==> src/rtl/unidade_controle_rodadas_pkg.sv <==
// State codes shared by the round controller, the top level and the benches,
// so that db_estado values match everywhere.
package exp5_pkg;

   localparam logic [3:0] INICIAL       = 4'h0;
   localparam logic [3:0] PREPARA       = 4'h1;
   localparam logic [3:0] INICIO_RODADA = 4'h2;
   localparam logic [3:0] ESPERA        = 4'h3;
   localparam logic [3:0] REGISTRA      = 4'h4;
   localparam logic [3:0] COMPARA       = 4'h5;
   localparam logic [3:0] PROX_JOGADA   = 4'h6;
   localparam logic [3:0] PROX_RODADA   = 4'h7;
   localparam logic [3:0] FIM_ACERTO    = 4'hA;
   localparam logic [3:0] FIM_ERRO      = 4'hE;
   localparam logic [3:0] FIM_TIMEOUT   = 4'hC;

   localparam int TIMEOUT_CYCLES_DEF = 5000;

   typedef enum logic [3:0] {
      S_INICIAL       = INICIAL,
      S_PREPARA       = PREPARA,
      S_INICIO_RODADA = INICIO_RODADA,
      S_ESPERA        = ESPERA,
      S_REGISTRA      = REGISTRA,
      S_COMPARA       = COMPARA,
      S_PROX_JOGADA   = PROX_JOGADA,
      S_PROX_RODADA   = PROX_RODADA,
      S_FIM_ACERTO    = FIM_ACERTO,
      S_FIM_ERRO      = FIM_ERRO,
      S_FIM_TIMEOUT   = FIM_TIMEOUT
   } estado_t;

endpackage

==> src/rtl/unidade_controle_rodadas_contador_timeout.sv <==
// Per-play cycle counter; fim flags the last allowed cycle while counting.
module contador_timeout #(
   parameter int TIMEOUT_CYCLES = 5000
) (
   input  logic clock,
   input  logic clear,
   input  logic enable,
   output logic fim
);

   localparam int W = $clog2(TIMEOUT_CYCLES);

   logic [W-1:0] cnt_q, cnt_d;

   always_comb begin
      cnt_d = cnt_q;
      if (clear)       cnt_d = '0;
      else if (enable) cnt_d = cnt_q + 1'b1;
   end

   always_ff @(posedge clock) cnt_q <= cnt_d;

   assign fim = enable && (cnt_q == W'(TIMEOUT_CYCLES - 1));

endmodule

==> src/rtl/unidade_controle_rodadas.sv <==
// Moore controller sequencing the memory game over successive rounds.
// Per-play timeout is built only when UNIDADE_CONTROLE_RODADAS_TIMEOUT_EN is defined.
module unidade_controle_rodadas
   import exp5_pkg::*;
#(
   parameter int TIMEOUT_CYCLES = TIMEOUT_CYCLES_DEF
) (
   input  logic       clock,
   input  logic       reset,
   input  logic       iniciar,
   input  logic       jogada,
   input  logic       igual,
   input  logic       fimC,
   input  logic       fimL,
   output logic       zeraC,
   output logic       contaC,
   output logic       zeraR,
   output logic       registraR,
   output logic       zeraL,
   output logic       contaL,
   output logic       acertou,
   output logic       errou,
   output logic       timeout,
   output logic       pronto,
   output logic [3:0] db_estado
);

   estado_t state_q, state_d;
   logic    expirou;

`ifdef UNIDADE_CONTROLE_RODADAS_TIMEOUT_EN
   // Cleared whenever the next state is not ESPERA, so every entry starts at 0.
   contador_timeout #(.TIMEOUT_CYCLES(TIMEOUT_CYCLES)) u_timer (
      .clock  (clock),
      .clear  (reset || (state_d != S_ESPERA)),
      .enable (state_q == S_ESPERA),
      .fim    (expirou)
   );
`else
   assign expirou = 1'b0;
   if (TIMEOUT_CYCLES < 2) begin : g_tc_unused
   end
`endif

   always_comb begin
      state_d = state_q;
      case (state_q)
         S_INICIAL:       if (iniciar) state_d = S_PREPARA;
         S_PREPARA:       state_d = S_INICIO_RODADA;
         S_INICIO_RODADA: state_d = S_ESPERA;
         S_ESPERA: begin
            if (jogada)       state_d = S_REGISTRA;
            else if (expirou) state_d = S_FIM_TIMEOUT;
         end
         S_REGISTRA:      state_d = S_COMPARA;
         S_COMPARA: begin
            if (!igual)            state_d = S_FIM_ERRO;
            else if (fimC && fimL) state_d = S_FIM_ACERTO;
            else if (fimC)         state_d = S_PROX_RODADA;
            else                   state_d = S_PROX_JOGADA;
         end
         S_PROX_JOGADA:   state_d = S_ESPERA;
         S_PROX_RODADA:   state_d = S_INICIO_RODADA;
         S_FIM_ACERTO,
         S_FIM_ERRO:      if (iniciar) state_d = S_PREPARA;
`ifdef UNIDADE_CONTROLE_RODADAS_TIMEOUT_EN
         S_FIM_TIMEOUT:   if (iniciar) state_d = S_PREPARA;
`endif
         default:         state_d = S_INICIAL;
      endcase
      if (reset) state_d = S_INICIAL;
   end

   always_ff @(posedge clock) state_q <= state_d;

   always_comb begin
      zeraC     = 1'b0;
      contaC    = 1'b0;
      zeraR     = 1'b0;
      registraR = 1'b0;
      zeraL     = 1'b0;
      contaL    = 1'b0;
      acertou   = 1'b0;
      errou     = 1'b0;
      timeout   = 1'b0;
      pronto    = 1'b0;
      case (state_q)
         S_PREPARA: begin
            zeraC = 1'b1;
            zeraR = 1'b1;
            zeraL = 1'b1;
         end
         S_INICIO_RODADA: zeraC     = 1'b1;
         S_REGISTRA:      registraR = 1'b1;
         S_PROX_JOGADA:   contaC    = 1'b1;
         S_PROX_RODADA:   contaL    = 1'b1;
         S_FIM_ACERTO: begin
            acertou = 1'b1;
            pronto  = 1'b1;
         end
         S_FIM_ERRO: begin
            errou  = 1'b1;
            pronto = 1'b1;
         end
`ifdef UNIDADE_CONTROLE_RODADAS_TIMEOUT_EN
         S_FIM_TIMEOUT: begin
            timeout = 1'b1;
            pronto  = 1'b1;
         end
`endif
         default: ;
      endcase
   end

   assign db_estado = state_q;

endmodule

==> config.mk <==
export PLATFORM = sky130hd
export DESIGN_NAME = unidade_controle_rodadas
export DESIGN_NICKNAME = d
export VERILOG_FILES = /design/src/rtl/unidade_controle_rodadas_pkg.sv /design/src/rtl/unidade_controle_rodadas_contador_timeout.sv /design/src/rtl/unidade_controle_rodadas.sv
export SDC_FILE = /design/constraint.sdc
export NUM_CORES = 1
export LEC_CHECK = 0
export ABC_AREA = 1
export CAP_MARGIN = 20
export CORE_AREA = 5 5 42 44
export CTS_CLUSTER_DIAMETER = 80
export CTS_CLUSTER_SIZE = 14
export DETAILED_ROUTE_END_ITERATION = 10
export DIE_AREA = 0 0 47 49
export PLACE_DENSITY = 0.6
export SLEW_MARGIN = 15
export SYNTH_ARGS = -nofsm -noshare
export SYNTH_HDL_FRONTEND = slang
export SYNTH_SLANG_ARGS = --single-unit
==> constraint.sdc <==
create_clock -name clock -period 3.4 [get_ports clock]
set_clock_uncertainty 0.1 [all_clocks]
set_input_delay 0.68 -clock clock [delete_from_list [all_inputs] [get_ports clock]]
set_output_delay 0.68 -clock clock [all_outputs]
set_load 0.01 [all_outputs]
==> flow_summary.yaml <==
status:
  status: "finished, final reports clean"
global_route:
  grt_pass1_wl_microns: 1428
  grt_pass1_vias: 360
  gr-usage-all-layers: 0.08181
  grt_overflow: 0
  grt_max_degree: 8
  antenna_found_initial: 0
critical_path:
  cp_max_fo: 7
  crit_family: "buffers and inverters"
  crit_path_start_kind: "register"
  critPathSlowestCell: "clkdlybuf4s50_1"
  cp.arrival_ps: 1530
  required_ps: 2620
  path_buf_inv: 1
  slowest_delay_ps: 550
  crit_path_cell_trace: "nand2_1 > nor2_1 > clkdlybuf4s50_1"
  end_kind: "output port"
  critPathKind: "reg -> out"
drt:
  wl_microns: 850
  drt_iter0_drc: 9
  wl_per_cell_microns: 8.854
  vias_per_cell: 4.313
  vias: 414
  drc: 0
  ant_nets: 0
  drtPass1Iterations: 4
final_layout:
  n_antenna_cell: 0
  final_area_sq_um: 550.5
  largest_reg_flops: 4
  synthToLayoutAreaGrowth_pct: 65.41
  layout_common_cells: "nand2_1 (19), clkdlybuf4s50_1 (19), nor2_1 (10)"
  layout-drive-gt1-share: 0.1125
  final_core_util: 0.3929
  final_nets: 89
yosys:
  seq_area_frac_synth: 0.2406
  synthMuxAreaShare: 0
  synth_top_family_by_area: "simple AND/OR/NAND/NOR gates"
  syn-cell-area_sq_um: 332.8
  yosys_warnings: 0
  synth_fp_nets: 67
  synth_area_per_cell_sq_um: 5.547
  synth-simple-area-share: 0.4662
  ys_ff_latch: 4
  synth_cell_types: 16
  synth_xor_area_frac: 0
  netlist_instances: 60
  synth-compound-area-share: 0.1241
  synth_fa_ha_area_frac: 0
cts:
  insertion_delay_ps: 230
  postCtsSetupBuffers: 0
  h-tree-depth: 1
  cts_resized: 0
  cts-hold-fix-buffers: 0
  cts_root_buf: "clkbuf_4"
  clkTransAtPathRegs_ps: 40
  cts_tree: "built"
  cts_buffers: 3
  cts_sinks: 4
  clockBufferDepth: 2
timing:
  fin_crit_sh: 0.6804
  grt_setup_unrepaired: "false"
  holdWs_ps: 441.1
  fin_crit_ps: 2313
  tns_ps: 0
  setup_viol: 0
  maxSlewViolCount: 0
  hold_violations: 0
  fmax_mhz: 432.3
min_path:
  worstHoldPathType: "reg -> reg"
die:
  start_util: 0.2375
  die_width_microns: 47
  core-area_sq_um: 1401
  die-area_sq_um: 2303
  die_y_microns: 49
  num_rows: 14
  ios: 21
power_and_ir_drop:
  p_seq_frac: 0.286
  switching_share: 0.3501
  combPwrFrac: 0.451
  switchingPower_mw: 0.07712
  max-vdd-ir-drop_v: 0.0002627
  power.leakage_nw: 0.2426
  p_per_area_nw_per_um2: 400.1
  cell_internal_pwr_mw: 0.1432
  pwr-share-clk: 0.263
place:
  place_hpwl_microns: 712.7
  portBuffers: 19
  placed_cell_area_sq_um: 528.0
  finalWeightedCongestion: 0.7853
run:
  drv_cap: 0
[logic make-up after synthesis]
family                 count (synthesis)
and+or+nand+nor                       36
DFF                                    4
other                                  1
AOI/OAI and AO/OA                      7
buffers and inverters                 12
[synthesized netlist by cell type, drive strengths merged]
master | instances | area [sq um]
inv | 10 | 37.53
buf | 2 | 15.01
a21oi | 5 | 28.78
nor2 | 12 | 55.06
o21ai | 1 | 5.000
nand3 | 2 | 10.01
conb | 1 | 3.750
nand4 | 1 | 6.260
nand2 | 21 | 83.83
dfxtp | 4 | 80.08
o211ai | 1 | 7.510
[worst min-delay path: stages (launching register included)]
cell,delay (ps)
dfxtp_1,350
nand2_1,90
a21oi_1,50
[through the flow]
stage	power (mW)	std cells	setup WS [ps]
after floorplan	0.1196	60	1651
after global routing	0.2392	96	980.7
after CTS	0.2242	96	1068
after detailed placement	0.1640	93	1326
after global placement	0.1646	93	1302
final	0.2203	96	1087
[layout make-up]
class | count | area [sq um]
Fill cell | 149 | 850.8
Clock buffer | 3 | 22.52
Inverter | 10 | 37.54
Timing Repair Buffer | 19 | 190.2
Multi-Input combinational cell | 44 | 200.2
Sequential cell | 4 | 80.08
Tap cell | 16 | 20.02
[metal layers]
metal | wire, microns | up-vias | share of wire | track usage
li1 | - | 221 | - | -
met1 | 381 | 172 | 0.45 | 0.1104
met2 | 394 | 21 | 0.46 | 0.1222
met3 | 73 | 0 | 0.086 | 0.02214
met4 | 0 | 0 | 0 | 0.02765
met5 | 0 | - | 0 | 0
[path summary, 6_finish.rpt]
path	depth (start not counted)	slack, ps	endpoint	from
min	2	440	db_estado[3]	db_estado[3]
min reg2reg	2	440	db_estado[3]	db_estado[3]
max	3	1090	registraR	db_estado[2]
max reg2reg	6	2130	db_estado[2]	db_estado[1]
[power groups by stage]
stage / clock [mW] / sequential, mW / combinational (mW)
floorplan: 0 / 0.0649 / 0.0546
global placement: 0 / 0.0642 / 0.100
detailed placement: 0 / 0.0638 / 0.100
CTS: 0.0607 / 0.0631 / 0.100
global route: 0.0630 / 0.0644 / 0.112
finish: 0.0578 / 0.0631 / 0.0994
No activity file was read; power rests on OpenSTA's default activity.
